--- config.mk ---
export PLATFORM = sky130hd
export DESIGN_NAME = i2c_slave_responder
export DESIGN_NICKNAME = d
export VERILOG_FILES = /design/src/rtl/i2c_resp_pkg.sv /design/src/rtl/i2c_resp_sync.sv /design/src/rtl/i2c_slave_responder.sv
export SDC_FILE = /design/constraint.sdc
export NUM_CORES = 1
export LEC_CHECK = 0
export CORE_ASPECT_RATIO = 0.6
export CORE_UTILIZATION = 43
export DETAILED_ROUTE_END_ITERATION = 10
export GPL_TIMING_DRIVEN = 0
export PLACE_DENSITY = 0.75
export SYNTH_ARGS = -nofsm -noshare
export SYNTH_HDL_FRONTEND = slang
export SYNTH_SLANG_ARGS = --single-unit
--- constraint.sdc ---
create_clock -name clk -period 6.1 [get_ports clk]
set_clock_uncertainty 0.1 [all_clocks]
set_input_delay 0.915 -clock clk [delete_from_list [all_inputs] [get_ports clk]]
set_output_delay 0.915 -clock clk [all_outputs]
set_load 0.03 [all_outputs]
--- src/rtl/i2c_resp_pkg.sv ---
// Shared constants for the I2C slave responder: FSM state codes, byte/ACK
// encodings and the SDA levels that identify START and STOP.
package i2c_resp_pkg;

    localparam int unsigned STATE_W   = 4;
    localparam int unsigned BYTE_BITS = 8;
    localparam int unsigned ADDR_BITS = 7;
    localparam int unsigned BITCNT_W  = 4;

    localparam logic [STATE_W-1:0] ST_IDLE      = 4'd0;
    localparam logic [STATE_W-1:0] ST_ADDR      = 4'd1;
    localparam logic [STATE_W-1:0] ST_ADDR_ACK  = 4'd2;
    localparam logic [STATE_W-1:0] ST_WR_DATA   = 4'd3;
    localparam logic [STATE_W-1:0] ST_WR_ACK    = 4'd4;
    localparam logic [STATE_W-1:0] ST_RD_LOAD   = 4'd5;
    localparam logic [STATE_W-1:0] ST_RD_DATA   = 4'd6;
    localparam logic [STATE_W-1:0] ST_RD_ACK    = 4'd7;
    localparam logic [STATE_W-1:0] ST_WAIT_STOP = 4'd8;

    // SDA level during the 9th clock: low acknowledges, high refuses
    localparam logic SDA_ACK  = 1'b0;
    localparam logic SDA_NACK = 1'b1;

    // SDA level reached by the edge that marks START / STOP while SCL is high
    localparam logic START_SDA_LVL = 1'b0;
    localparam logic STOP_SDA_LVL  = 1'b1;

endpackage

--- src/rtl/i2c_resp_sync.sv ---
// Two-flop synchronizer plus registered edge detector for one raw bus line.
// level/rise/fall all appear 3 clk after the pin changes; flops preset to 1
// (idle bus level) in reset.
module i2c_resp_sync (
    input  logic clk,
    input  logic rst,
    input  logic d_i,
    output logic level_o,
    output logic rise_o,
    output logic fall_o
);

    logic [2:0] sync_q;
    logic       level_q;
    logic       rise_q;
    logic       fall_q;

    // Synchronize, keep one older copy, register level and edges together
    always_ff @(posedge clk or negedge rst) begin
        if (!rst) begin
            sync_q  <= '1;
            level_q <= 1'b1;
            rise_q  <= 1'b0;
            fall_q  <= 1'b0;
        end else begin
            sync_q  <= {sync_q[1:0], d_i};
            level_q <= sync_q[1];
            rise_q  <= sync_q[1] & ~sync_q[2];
            fall_q  <= ~sync_q[1] & sync_q[2];
        end
    end

    assign level_o = level_q;
    assign rise_o  = rise_q;
    assign fall_o  = fall_q;

endmodule

--- src/rtl/i2c_slave_responder.sv ---
// I2C slave responder: matches a 7-bit address, ACKs and delivers written
// bytes, fetches read bytes through a valid/ready handshake.
// Optional macro I2C_RESP_STRETCH_EN: stretch SCL in RD_LOAD until read data
// is handed over; without it an unready source returns 8'hFF.
module i2c_slave_responder
    import i2c_resp_pkg::*;
#(
    parameter logic [6:0]  SLAVE_ADDR = 7'h22,
    parameter int unsigned DATA_WIDTH = 8
) (
    input  logic                  clk,
    input  logic                  rst,
    input  logic                  scl_i,
    input  logic                  sda_i,
    output logic                  scl_oe,
    output logic                  sda_oe,
    output logic                  wr_valid,
    output logic [DATA_WIDTH-1:0] wr_data,
    output logic                  rd_ready,
    input  logic                  rd_valid,
    input  logic [DATA_WIDTH-1:0] rd_data,
    output logic                  start_det,
    output logic                  stop_det,
    output logic                  busy,
    output logic                  op
);

`ifdef I2C_RESP_STRETCH_EN
    localparam logic STRETCH_EN = 1'b1;
`else
    localparam logic STRETCH_EN = 1'b0;
`endif

    logic scl_lvl, scl_rise, scl_fall;
    logic sda_lvl, sda_rise, sda_fall;
    logic start_c, stop_c;
    logic rd_take_c;
    logic [BYTE_BITS-1:0] load_byte_c;

    logic [STATE_W-1:0]    state_q, state_d;
    logic [BITCNT_W-1:0]   bit_cnt_q, bit_cnt_d;
    logic [BYTE_BITS-1:0]  shift_q, shift_d;
    logic [DATA_WIDTH-1:0] wr_data_q, wr_data_d;
    logic scl_oe_q, scl_oe_d, sda_oe_q, sda_oe_d;
    logic wr_valid_q, wr_valid_d, rd_ready_q, rd_ready_d;
    logic start_q, start_d, stop_q, stop_d;
    logic busy_q, busy_d, op_q, op_d;

    i2c_resp_sync u_scl_sync (
        .clk(clk), .rst(rst), .d_i(scl_i),
        .level_o(scl_lvl), .rise_o(scl_rise), .fall_o(scl_fall)
    );

    i2c_resp_sync u_sda_sync (
        .clk(clk), .rst(rst), .d_i(sda_i),
        .level_o(sda_lvl), .rise_o(sda_rise), .fall_o(sda_fall)
    );

    // Bus conditions: SDA edge while SCL is high
    assign start_c = scl_lvl & (sda_rise | sda_fall) & (sda_lvl == START_SDA_LVL);
    assign stop_c  = scl_lvl & (sda_rise | sda_fall) & (sda_lvl == STOP_SDA_LVL);

`ifdef I2C_RESP_STRETCH_EN
    assign rd_take_c   = rd_ready_q & rd_valid;
    assign load_byte_c = BYTE_BITS'(rd_data);
`else
    assign rd_take_c   = rd_ready_q;
    assign load_byte_c = rd_valid ? BYTE_BITS'(rd_data) : '1;
`endif

    // State and output registers
    always_ff @(posedge clk or negedge rst) begin
        if (!rst) begin
            state_q    <= ST_IDLE;
            bit_cnt_q  <= '0;
            shift_q    <= '0;
            wr_data_q  <= '0;
            scl_oe_q   <= 1'b0;
            sda_oe_q   <= 1'b0;
            wr_valid_q <= 1'b0;
            rd_ready_q <= 1'b0;
            start_q    <= 1'b0;
            stop_q     <= 1'b0;
            busy_q     <= 1'b0;
            op_q       <= 1'b0;
        end else begin
            state_q    <= state_d;
            bit_cnt_q  <= bit_cnt_d;
            shift_q    <= shift_d;
            wr_data_q  <= wr_data_d;
            scl_oe_q   <= scl_oe_d;
            sda_oe_q   <= sda_oe_d;
            wr_valid_q <= wr_valid_d;
            rd_ready_q <= rd_ready_d;
            start_q    <= start_d;
            stop_q     <= stop_d;
            busy_q     <= busy_d;
            op_q       <= op_d;
        end
    end

    // Next-state and output decode; START/STOP override every state
    always_comb begin
        state_d    = state_q;
        bit_cnt_d  = bit_cnt_q;
        shift_d    = shift_q;
        wr_data_d  = wr_data_q;
        scl_oe_d   = 1'b0;
        sda_oe_d   = sda_oe_q;
        wr_valid_d = 1'b0;
        rd_ready_d = 1'b0;
        start_d    = 1'b0;
        stop_d     = 1'b0;
        busy_d     = busy_q;
        op_d       = op_q;

        if (stop_c) begin
            state_d   = ST_IDLE;
            bit_cnt_d = '0;
            sda_oe_d  = 1'b0;
            busy_d    = 1'b0;
            stop_d    = 1'b1;
        end else if (start_c) begin
            state_d   = ST_ADDR;
            bit_cnt_d = '0;
            sda_oe_d  = 1'b0;
            start_d   = 1'b1;
        end else begin
            case (state_q)
                ST_ADDR: begin
                    if (scl_rise) begin
                        shift_d   = {shift_q[BYTE_BITS-2:0], sda_lvl};
                        bit_cnt_d = bit_cnt_q + BITCNT_W'(1);
                        if (bit_cnt_q == BITCNT_W'(BYTE_BITS - 1)) begin
                            if (shift_q[ADDR_BITS-1:0] == SLAVE_ADDR) begin
                                state_d = ST_ADDR_ACK;
                                op_d    = sda_lvl;
                                busy_d  = 1'b1;
                            end else begin
                                state_d = ST_WAIT_STOP;
                                busy_d  = 1'b0;
                            end
                        end
                    end
                end
                ST_ADDR_ACK: begin
                    // first fall starts the ACK, second fall ends it
                    if (scl_fall) begin
                        if (!sda_oe_q) begin
                            sda_oe_d = ~SDA_ACK;
                        end else begin
                            sda_oe_d  = 1'b0;
                            bit_cnt_d = '0;
                            state_d   = op_q ? ST_RD_LOAD : ST_WR_DATA;
                        end
                    end
                end
                ST_WR_DATA: begin
                    if (scl_rise && (bit_cnt_q < BITCNT_W'(BYTE_BITS))) begin
                        shift_d   = {shift_q[BYTE_BITS-2:0], sda_lvl};
                        bit_cnt_d = bit_cnt_q + BITCNT_W'(1);
                    end else if (scl_fall && (bit_cnt_q == BITCNT_W'(BYTE_BITS))) begin
                        wr_valid_d = 1'b1;
                        wr_data_d  = DATA_WIDTH'(shift_q);
                        sda_oe_d   = ~SDA_ACK;
                        state_d    = ST_WR_ACK;
                    end
                end
                ST_WR_ACK: begin
                    if (scl_fall) begin
                        sda_oe_d  = 1'b0;
                        bit_cnt_d = '0;
                        state_d   = ST_WR_DATA;
                    end
                end
                ST_RD_LOAD: begin
                    // only fetch once SCL is low so the first bit can be driven
                    if (!scl_lvl) begin
                        scl_oe_d = STRETCH_EN;
                        if (rd_take_c) begin
                            shift_d   = load_byte_c;
                            sda_oe_d  = ~load_byte_c[BYTE_BITS-1];
                            bit_cnt_d = '0;
                            state_d   = ST_RD_DATA;
                        end else begin
                            rd_ready_d = 1'b1;
                        end
                    end
                end
                ST_RD_DATA: begin
                    if (scl_fall) begin
                        if (bit_cnt_q == BITCNT_W'(BYTE_BITS - 1)) begin
                            sda_oe_d = 1'b0;
                            state_d  = ST_RD_ACK;
                        end else begin
                            shift_d   = {shift_q[BYTE_BITS-2:0], 1'b0};
                            sda_oe_d  = ~shift_q[BYTE_BITS-2];
                            bit_cnt_d = bit_cnt_q + BITCNT_W'(1);
                        end
                    end
                end
                ST_RD_ACK: begin
                    if (scl_rise) begin
                        if (sda_lvl == SDA_ACK) begin
                            state_d = ST_RD_LOAD;
                        end else begin
                            state_d = ST_WAIT_STOP;
                            busy_d  = 1'b0;
                        end
                    end
                end
                default: begin
                end
            endcase
        end
    end

    assign scl_oe    = scl_oe_q;
    assign sda_oe    = sda_oe_q;
    assign wr_valid  = wr_valid_q;
    assign wr_data   = wr_data_q;
    assign rd_ready  = rd_ready_q;
    assign start_det = start_q;
    assign stop_det  = stop_q;
    assign busy      = busy_q;
    assign op        = op_q;

endmodule

Yosys cells after proc, flatten, opt, wreduce, memory -nomap -nowiden
Cells that the tools add are included.
{ "totals": {"register_bits": 43, "in_bits": 13, "out_inout_bits": 16, "elab_cells": 159} }
{ "op_classes": {"addsub": 1, "order_cmp": 1, "n_eq_ne": 35, "mux": 71, "n_bitwise": 18, "n_reduce_logical": 14} }
{ "op_table": {"columns": ["op", "n"], "rows": [
  ["$mux W4", 27],
  ["$mux W8", 7],
  ["$ne A4 B4 Y1 const B", 9],
  ["$pmux W8 S4", 1],
  ["$mux W1", 31],
  ["$pmux W4 S7", 1],
  ["$pmux W4 S6", 1],
  ["$eq A4 B3 Y1 const B", 5],
  ["$ne A4 B3 Y1 const B", 5],
  ["$reduce_and A13 Y1", 1],
  ["$reduce_and A6 Y1", 2],
  ["$not A1 Y1", 10],
  ["$reduce_and A10 Y1", 1],
  ["$ne A3 B2 Y1 const B", 3],
  ["$reduce_and A9 Y1", 1],
  ["$reduce_bool A9 Y1", 1],
  ["$eq A4 B2 Y1 const B", 2],
  ["$ne A2 B2 Y1 const B", 4],
  ["$reduce_and A8 Y1", 1],
  ["$reduce_bool A8 Y1", 1],
  ["$and A1 B1 Y1", 7],
  ["$eq A7 B6 Y1 const B", 1],
  ["$reduce_bool A7 Y1", 1],
  ["$ne A2 B1 Y1 const B", 3],
  ["other kinds (13)", 14]
]} }

Logic depth before layout (Yosys ltp)
{ "depth": {"ltp_word": 7, "depth_mapped": 7, "ltp_nobuf": 7} }

By module
Synthesis repeated with hierarchy kept, for this count alone.
{ "unflattened": {"hier_cells": 210, "hier_area_um2": 2288.4} }
{ "by_module_without_submodules": {"columns": ["module", "n_inst", "cells_per_inst", "area_per_inst_um2", "seq_area_each_um2"], "rows": [
  ["i2c_slave_responder", 1, 196, 2000.7, 775.7],
  ["i2c_resp_sync", 2, 7, 143.9, 128.9]
]} }

Least setup slack after synthesis
Ideal clock, no wire load.
{ "synth_timing": {"path_type": "input -> register", "from": "in rd_valid", "to": "reg shift_q[0]", "setup_time_ns": 0.125, "t_arrival_ns": 1.838, "t_required_ns": 5.875, "slack_ns": 4.037, "path_stages": 6, "path_buffers": 1, "path_cell_list": "buf_1 > inv_1 > o21ai_0 > o21ai_0 > a22o_1 > mux2_2"} }
{ "synth_via": {"elab_chain_len": 4} }
{ "synth_rtl": {"columns": ["element", "line", "text"], "rows": [
  ["from (decl)", "i2c_slave_responder.sv:20", "input logic rd_valid,"],
  ["$mux W8", "i2c_slave_responder.sv:68", "assign load_byte_c = rd_valid ? BYTE_BITS'(rd_data) : '1;"],
  ["$mux W8", "i2c_slave_responder.sv:180", "if (rd_take_c) begin"],
  ["$mux W8", "i2c_slave_responder.sv:178", "if (!scl_lvl) begin"],
  ["$pmux W8 S4", "i2c_slave_responder.sv:129", "case (state_q)"],
  ["to (signal assigned)", "i2c_slave_responder.sv:89", "shift_q <= shift_d;"],
  ["to (decl)", "i2c_slave_responder.sv:42", "logic [BYTE_BITS-1:0] shift_q, shift_d;"]
]} }
No other way between the ends. The select of a mux whose other input is x is not followed.
A chain may end at the register's enable or synchronous reset.

Final worst setup path
{ "layout_timing": {"from": "reg rd_ready_q (netlist: rd_ready)", "to": "out rd_ready"} }
{ "layout_rtl": {"columns": ["element", "line", "text"], "rows": [
  ["from (decl)", "i2c_slave_responder.sv:45", "logic wr_valid_q, wr_valid_d, rd_ready_q, rd_ready_d;"],
  ["from (signal assigned)", "i2c_slave_responder.sv:94", "rd_ready_q <= rd_ready_d;"],
  ["to (decl)", "i2c_slave_responder.sv:19", "output logic rd_ready,"]
]} }
No word-level cell between the ends.

==> results.txt <==
* Longest Clk Path Bufs: 2
- Run status: finished, final reports clean
* Maximum frequency from static timing analysis: about 420 MHz
- Clock transition at the registers of the reported paths: 0.08 ns
- Average routed wire per standard cell: roughly 15 µm
* Number of synthesized register bits: 41
- Global placement routability congestion: about 0.90
* Min Hold Slack: roughly 0.26 ns
* Ys flop type: dfrtp_1
- STA puts the critical path data required time at about 5.1 ns.
- Vias in the first global route: roughly 1500
- Reg area: 0.00103 mm²
- Across all layers, the routed design uses 1758 vias.
- Entering global routing, the biggest net connects 41 pins.
- Counting both buffers and inverters, the worst setup path holds a total of 1.
- Wire length of the first global-routing pass: slightly below 8000 µm
- The worst setup path is of the flop to output pin kind.
* Worst-Skew Late Latency: just under 0.3 ns
- The synthesized design spends more area on one cell type than any other, namely dfrtp_1.
- On the worst path, the slowest cell contributes a delay of 0.68 ns.
* Vertical die dimension: between 50 and 60 µm
* Total routed wirelength: 4770 µm
- The worst pin sits at a relative slew slack of 53.9%.
* Antenna violations before repair: 0
- The floorplan step defined a core boundary enclosing 0.00475 mm².
- The worst setup path is captured at an output pin.
- Synthesis handed over a netlist of 214 instances.
- In this run the horizontal extent of the chip is 94.6 µm.
- Max Slew Vio Count: 0
* Detailed placer's ending HPWL: approximately 3500 µm
- Maximum capacitance violations: 0
- Number of design rule violations left after detail routing: 0
- The number of gates resized after CTS was 0.
- The number of endpoints with negative hold slack in the final report came to 0.
- Yosys warnings: 0
- Number of distinct library cell variants in the gate-level netlist after synthesis: 53
* Clk root buf: clkbuf_8
* Ratio of total power to cell area: ~250 mW/mm²
- Mean instance size in the synthesized netlist: between 10 and 15 µm²
* Die outline area: 0.00544 mm²
* Cell area reported after detailed placement: 0.00256 mm²
* Syn nets: around 230
- The largest individual stage delay along the critical path comes from the cell clkdlybuf4s50_1.
* Share of the synthesized area in the top cell type: about 40%
* Transition time at the pin with the least slew margin: between 0.6 and 0.7 ns
- Port buffering added 26 buffers.
- Worst ir drop on vdd: 0.000176 V
- After detailed routing, the number of vias per cell comes to 5.65.
* CTS tree: yes
* Multi-input gate area: 0.00106 mm²
* Worst min-delay path class: flop to flop
* Final Critical Period: 2.38 ns
- Setup repair after global routing left no endpoint under its margin.
- The cell area that synthesis handed to floorplanning was 0.00221 mm².
- Total negative slack: 0 ns
- The initialized floorplan defines 19 standard-cell rows.
- The H-tree was split into 2 levels.
- Walking the worst path, the cells encountered are clkdlybuf4s50_1.
- In this run the critical register-to-register path is launched from u_scl_sync.level_o$_DFF_PN1_.
* Total clock sinks: slightly above 40
- STA puts the critical path data arrival time at ~1.4 ns.
- Drt first pass iters: 4
- Leaving out fill and tap cells, the most frequent cell in the layout is dfrtp_1.
- 0 antenna diodes ended up in the layout.
- Setup violations remaining at the end of the flow were counted as 0.
- TritonCTS buffer count: 5
- Cells with a size suffix above 1 make up ~20% of the layout.
- Tracing the worst setup path back leads to its startpoint at rd_ready$_DFF_PN0_.
- After layout, the worst setup slack is 3.72 ns.
- In the final design database the tool counted between 200 and 300 nets.
- The worst path uses between 30% and 40% of the clock period.
* Post-CTS Hold Buffers: 0
- The finished cells cover 0.00264 mm².
- Among cell families on the critical path, the largest total delay comes from buffers and inverters.
* Largest cells by area after synthesis: dfrtp_1, mux2_2, dfstp_2
- For this configuration, the core starts out at a cell density of 46.5%.
- For this design the top-level I/O count stands at 29.
* Ys async rst share: 100%
- Post-route antenna net violation count: 0
* Setup slack after placement: 3.85 ns
- Layout filler cell count: 410
- STA classifies the critical path startpoint as a flop.
- Buffers inserted during post-CTS setup optimization: 0
- Global-route usage over all layers: 19.2%
* Crit-path max FO: 4
- Cell leakage power: 1.08 nW
* Relative area change from synthesis to final layout: 19.5%
- After the first detailed-routing iteration, the DRC count stood at around 190.
- Seq/Total Area, Yosys: 46.7%
* Min-Delay Startpoint: u_scl_sync.sync_q[0]$_DFF_PN1_
* Count of flip-flops with a built-in enable after synthesis: 0
- The top cell types in the final layout, fill and taps aside, are dfrtp_1, clkdlybuf4s50_1, mux2_2, nor2_1, o21ai_0.
- Total global routing overflow: 0
-- final cells by class --
class	count	share of cell area, %
clock buffer	6	2.75
timing repair buffer	27	10.4
tap	63	2.98
multi-input combinational	149	40.3
sequential	41	39.1
clock inverter	1	0.189
inverter	11	1.56
buffer	13	2.70
-- cells in the mapped netlist (2+ instances only) --
cell / instances
nand3_1: 5
inv_1: 11
a22o_1: 2
o311ai_0: 2
dfstp_2: 6
a31oi_1: 6
mux2i_1: 4
buf_4: 2
a21boi_1: 2
or2_2: 4
clkbuf_1: 8
dfrtp_1: 35
ha_1: 2
buf_6: 2
nand4b_1: 3
nor2b_1: 8
mux2_2: 17
o21ai_0: 14
a21oi_1: 11
nor4_1: 3
nand2_1: 10
nand2b_1: 3
nand3b_2: 2
and3_1: 2
or3b_1: 3
o21a_1: 2
a22oi_1: 2
or2b_1: 2
nand3b_1: 2
nor2_1: 16
-- power breakdown --
part	switching [W]	leakage [nW]	internal, W
clock	0.0000866	0.0410	0.0000777
sequential	0.0000416	0.524	0.000311
combinational	0.0000645	0.516	0.0000732
-- state kept, by name, indices dropped and copies added (netlist names), 2 cells and up --
signal / flops
u_scl_sync.sync_q: 2
bit_cnt_q: 4
wr_data: 8
u_sda_sync.sync_q: 2
state_q: 4
shift_q: 8
-- cell families after synthesis --
logic type | count (synthesis) | synth area share (%)
AO/OA/AOI/OAI | 52 | 16.0
other | 1 | 0.170
buffers and inverters | 24 | 5.09
AND/OR/NAND/NOR | 72 | 20.0
flip-flops | 41 | 46.7
adder cells (fa/ha/maj) | 2 | 1.13
XOR/XNOR | 1 | 0.396
multiplexers | 21 | 10.5
-- final timing paths --
check                                                      end  depth (start not counted)  slack (ns)
worst min register to register  u_scl_sync.sync_q[1]$_DFF_PN1_                          0        0.26
worst min-delay path            u_scl_sync.sync_q[1]$_DFF_PN1_                          0        0.26
worst max register to register          shift_q[7]$_DFFE_PN0P_                          5        3.82
max in group asynchronous         u_scl_sync.level_o$_DFF_PN1_                          2        5.13
min in group asynchronous       u_scl_sync.sync_q[0]$_DFF_PN1_                          1        0.49
worst max-delay path                                  rd_ready                          1        3.72
-- per-layer routing --
layer / wire [µm] / up-vias / share of wire [%] / GRT usage [%]
li1: - / 828 / - / -
met1: 2420 / 843 / 51 / 31.9
met2: 1860 / 81 / 39 / 24.0
met3: 460 / 6 / 9.6 / 5.33
met4: 26 / 0 / 0.55 / 3.46
met5: 0 / - / 0 / 0
-- metrics by stage --
stage	power, W	util [%]	cells
final	0.000655	55.6	311
after global routing	0.000691	55.6	311
after CTS	0.000658	55.6	311
after detailed placement	0.000491	53.9	304
after global placement	0.000486	53.6	303
after floorplan	0.000445	-	214
(Power assumes the default switching activity.)
==> RTL edit, RTL diff (same flow settings) <==
Take the reset off `wr_data_q` and load it in a clocked block of its own.
--- a/src/rtl/i2c_slave_responder.sv
+++ b/src/rtl/i2c_slave_responder.sv
@@ -74,7 +74,6 @@
             state_q    <= ST_IDLE;
             bit_cnt_q  <= '0;
             shift_q    <= '0;
-            wr_data_q  <= '0;
             scl_oe_q   <= 1'b0;
             sda_oe_q   <= 1'b0;
             wr_valid_q <= 1'b0;
@@ -87,7 +86,6 @@
             state_q    <= state_d;
             bit_cnt_q  <= bit_cnt_d;
             shift_q    <= shift_d;
-            wr_data_q  <= wr_data_d;
             scl_oe_q   <= scl_oe_d;
             sda_oe_q   <= sda_oe_d;
             wr_valid_q <= wr_valid_d;
@@ -97,6 +95,10 @@
             busy_q     <= busy_d;
             op_q       <= op_d;
         end
+    end
+
+    always_ff @(posedge clk) begin
+        wr_data_q <= wr_data_d;
     end
 
     // Next-state and output decode; START/STOP override every state
Check against the original RTL: no difference found for any inputs over 10 cycles, from zero or initial values and one cycle with rst low; that may be too few to reach the edited logic, so the function may still have changed.
==> RTL edit against the unedited design <==
- global-route usage grew 2.4 points
- hold slack gained 0.0017 ns
- synthesized area shrank 1.4%
- final area shrank 1.2%
- routed wire length grew 11%
- non-clock buffer count shrank 2
- utilization shrank 0.41 points
- synthesized cell count shrank 1.9%
- worst setup slack lost 0.43 ns
- final cell count shrank 1.3%
- sequential cell count is the same
- critical endpoint is now wr_data[1]
Power is not compared: it rests on default switching activity, and its combinational part moved more than twofold at a synthesized area within 25%.
==> RTL edit: results <==
{
  "status": "finished, final reports clean",
  "synthDistinctLibCells": 63,
  "gp_congestion": 0.9953,
  "track_usage_pct": 21.61,
  "grt_pass1_wl_um": 8583,
  "muxShareOfSynthArea_pct": 5.164,
  "yosysSeqAreaShare_pct": 49.23,
  "drt_wl_total_um": 5293,
  "syn-num-nets": 225,
  "crit_fanout": 10,
  "slowest_delay_ns": 0.86,
  "fillers": 412,
  "drt_iter0_drc": 234,
  "pre_cts_slack_ns": 3.362,
  "root_buffer": "clkbuf_8",
  "drc": 0,
  "slew_violations": 0,
  "ir_drop_uv": 171.3,
  "synth.most_common_cell": "dfrtp_1",
  "synth_fa_ha_area_share_pct": 1.147,
  "numPortBuffers": 26,
  "synthXorXnorAreaFrac_pct": 0.8032,
  "syn_avg_cell_area_um2": 10.38,
  "synth_common_cells": "dfrtp_1 (27), nor2_1 (19), inv_1 (14), mux2_2 (10), o21ai_0 (9)",
  "synth_top_family_by_area": "simple AND/OR/NAND/NOR gates",
  "p_leak_uw": 0.001005,
  "synth_compound_area_share_pct": 17.56,
  "diodes": 0,
  "clk_latency_ns": 0.30,
  "async_flop_share_pct": 80.49,
  "synth-edff-count": 8,
  "firstDrtPassIters": 5,
  "htreeDepth": 2,
  "antenna_found_initial": 0,
  "post-dp-hpwl_um": 3815,
  "grt_max_degree": 34,
  "clockBufferDepth": 2,
  "crit_slowest_cell": "nor4b_2",
  "cts-resized-gates": 0,
  "final_layout_size_suffix_gt1_share_pct": 15.98,
  "num_vias": 1816,
  "tightest_slew_ns": 0.9671,
  "hold_path.class": "flip-flop to flip-flop",
  "synthTopCellsByArea": "dfrtp_1 (31%), edfxtp_1 (11%), dfstp_2 (7.2%)",
  "grt_pass1_vias": 1592,
  "final_nets": 258,
  "path_clk_slew_ns": 0.08,
  "numCtsBuffers": 5
}
[RTL edit: cell types whose count changed after synthesis, sizes merged, moves of 5 or more]
cell	delta
dfrtp	-8
nor3b	+5
nor3	+5
mux2	-7
edfxtp	+8
[RTL edit: final timing paths]
check | from | to | slack (ns) | depth (start not counted)
hold reg to reg | u_scl_sync.sync_q[0] | u_scl_sync.sync_q[1] | 0.26 | 0
setup reg to reg | state_q[1] | wr_data[1] | 3.28 | 4
min in group asynchronous | rst | wr_valid | 0.57 | 1
hold / removal | u_scl_sync.sync_q[0] | u_scl_sync.sync_q[1] | 0.26 | 0
max in group asynchronous | rst | rd_ready | 4.85 | 1
setup / recovery | state_q[1] | wr_data[1] | 3.28 | 4
[RTL edit: worst max-delay path: cells and delay by family, from the launching register on]
kind	cells	cell delay, ns
buffers and inverters	2	0.79
AND/OR/NAND/NOR	2	1.16
flip-flops	1	0.38
[RTL edit: kinds of logic (layout without fill, tap and decap cells)]
| logic type | after synthesis | in the layout |
|---|---|---|
| other cells | 1 | 1 |
| compound gates | 53 | 53 |
| flops | 41 | 41 |
| fa+ha+maj | 2 | 2 |
| xor+xnor | 2 | 2 |
| mux | 10 | 10 |
| simple gates | 75 | 75 |
| buf+inv | 26 | 60 |
[RTL edit: cell type report]
type / instances / share of cell area [%]
Timing Repair Buffer: 26 / 9.780
Buffer: 12 / 2.109
Multi-Input combinational cell: 143 / 38.54
Clock buffer: 5 / 2.637
Tap cell: 63 / 3.020
Sequential cell: 41 / 41.13
Inverter: 14 / 2.013
Clock inverter: 3 / 0.7670
[RTL edit: stage by stage]
stage | power (uW) | cell area [um2] | instances
after floorplan | 612.9 | 2181 | 210
after global placement | 694.4 | 2520 | 299
after detailed placement | 702.1 | 2521 | 299
after CTS | 887.9 | 2610 | 307
after global routing | 943.4 | 2610 | 307
final | 892.1 | 2610 | 307
[RTL edit: power groups by stage]
stage,Sequential [uW],Clock (uW),Combinational (uW)
2_1_floorplan,384,0,228
3_3_place_gp,400,0,295
3_5_place_dp,401,0,301
4_1_cts,396,188,304
5_1_grt,404,199,340
6_report,398,186,307
[RTL edit: per-layer routing]
metal  up-vias  track usage, %  routed length [um]
met4         0           5.495                  82
met1       859           34.13                2589
met5         -               0                   0
li1        840               -                   -
met3        12           8.133                 584
met2       105           26.90                2037
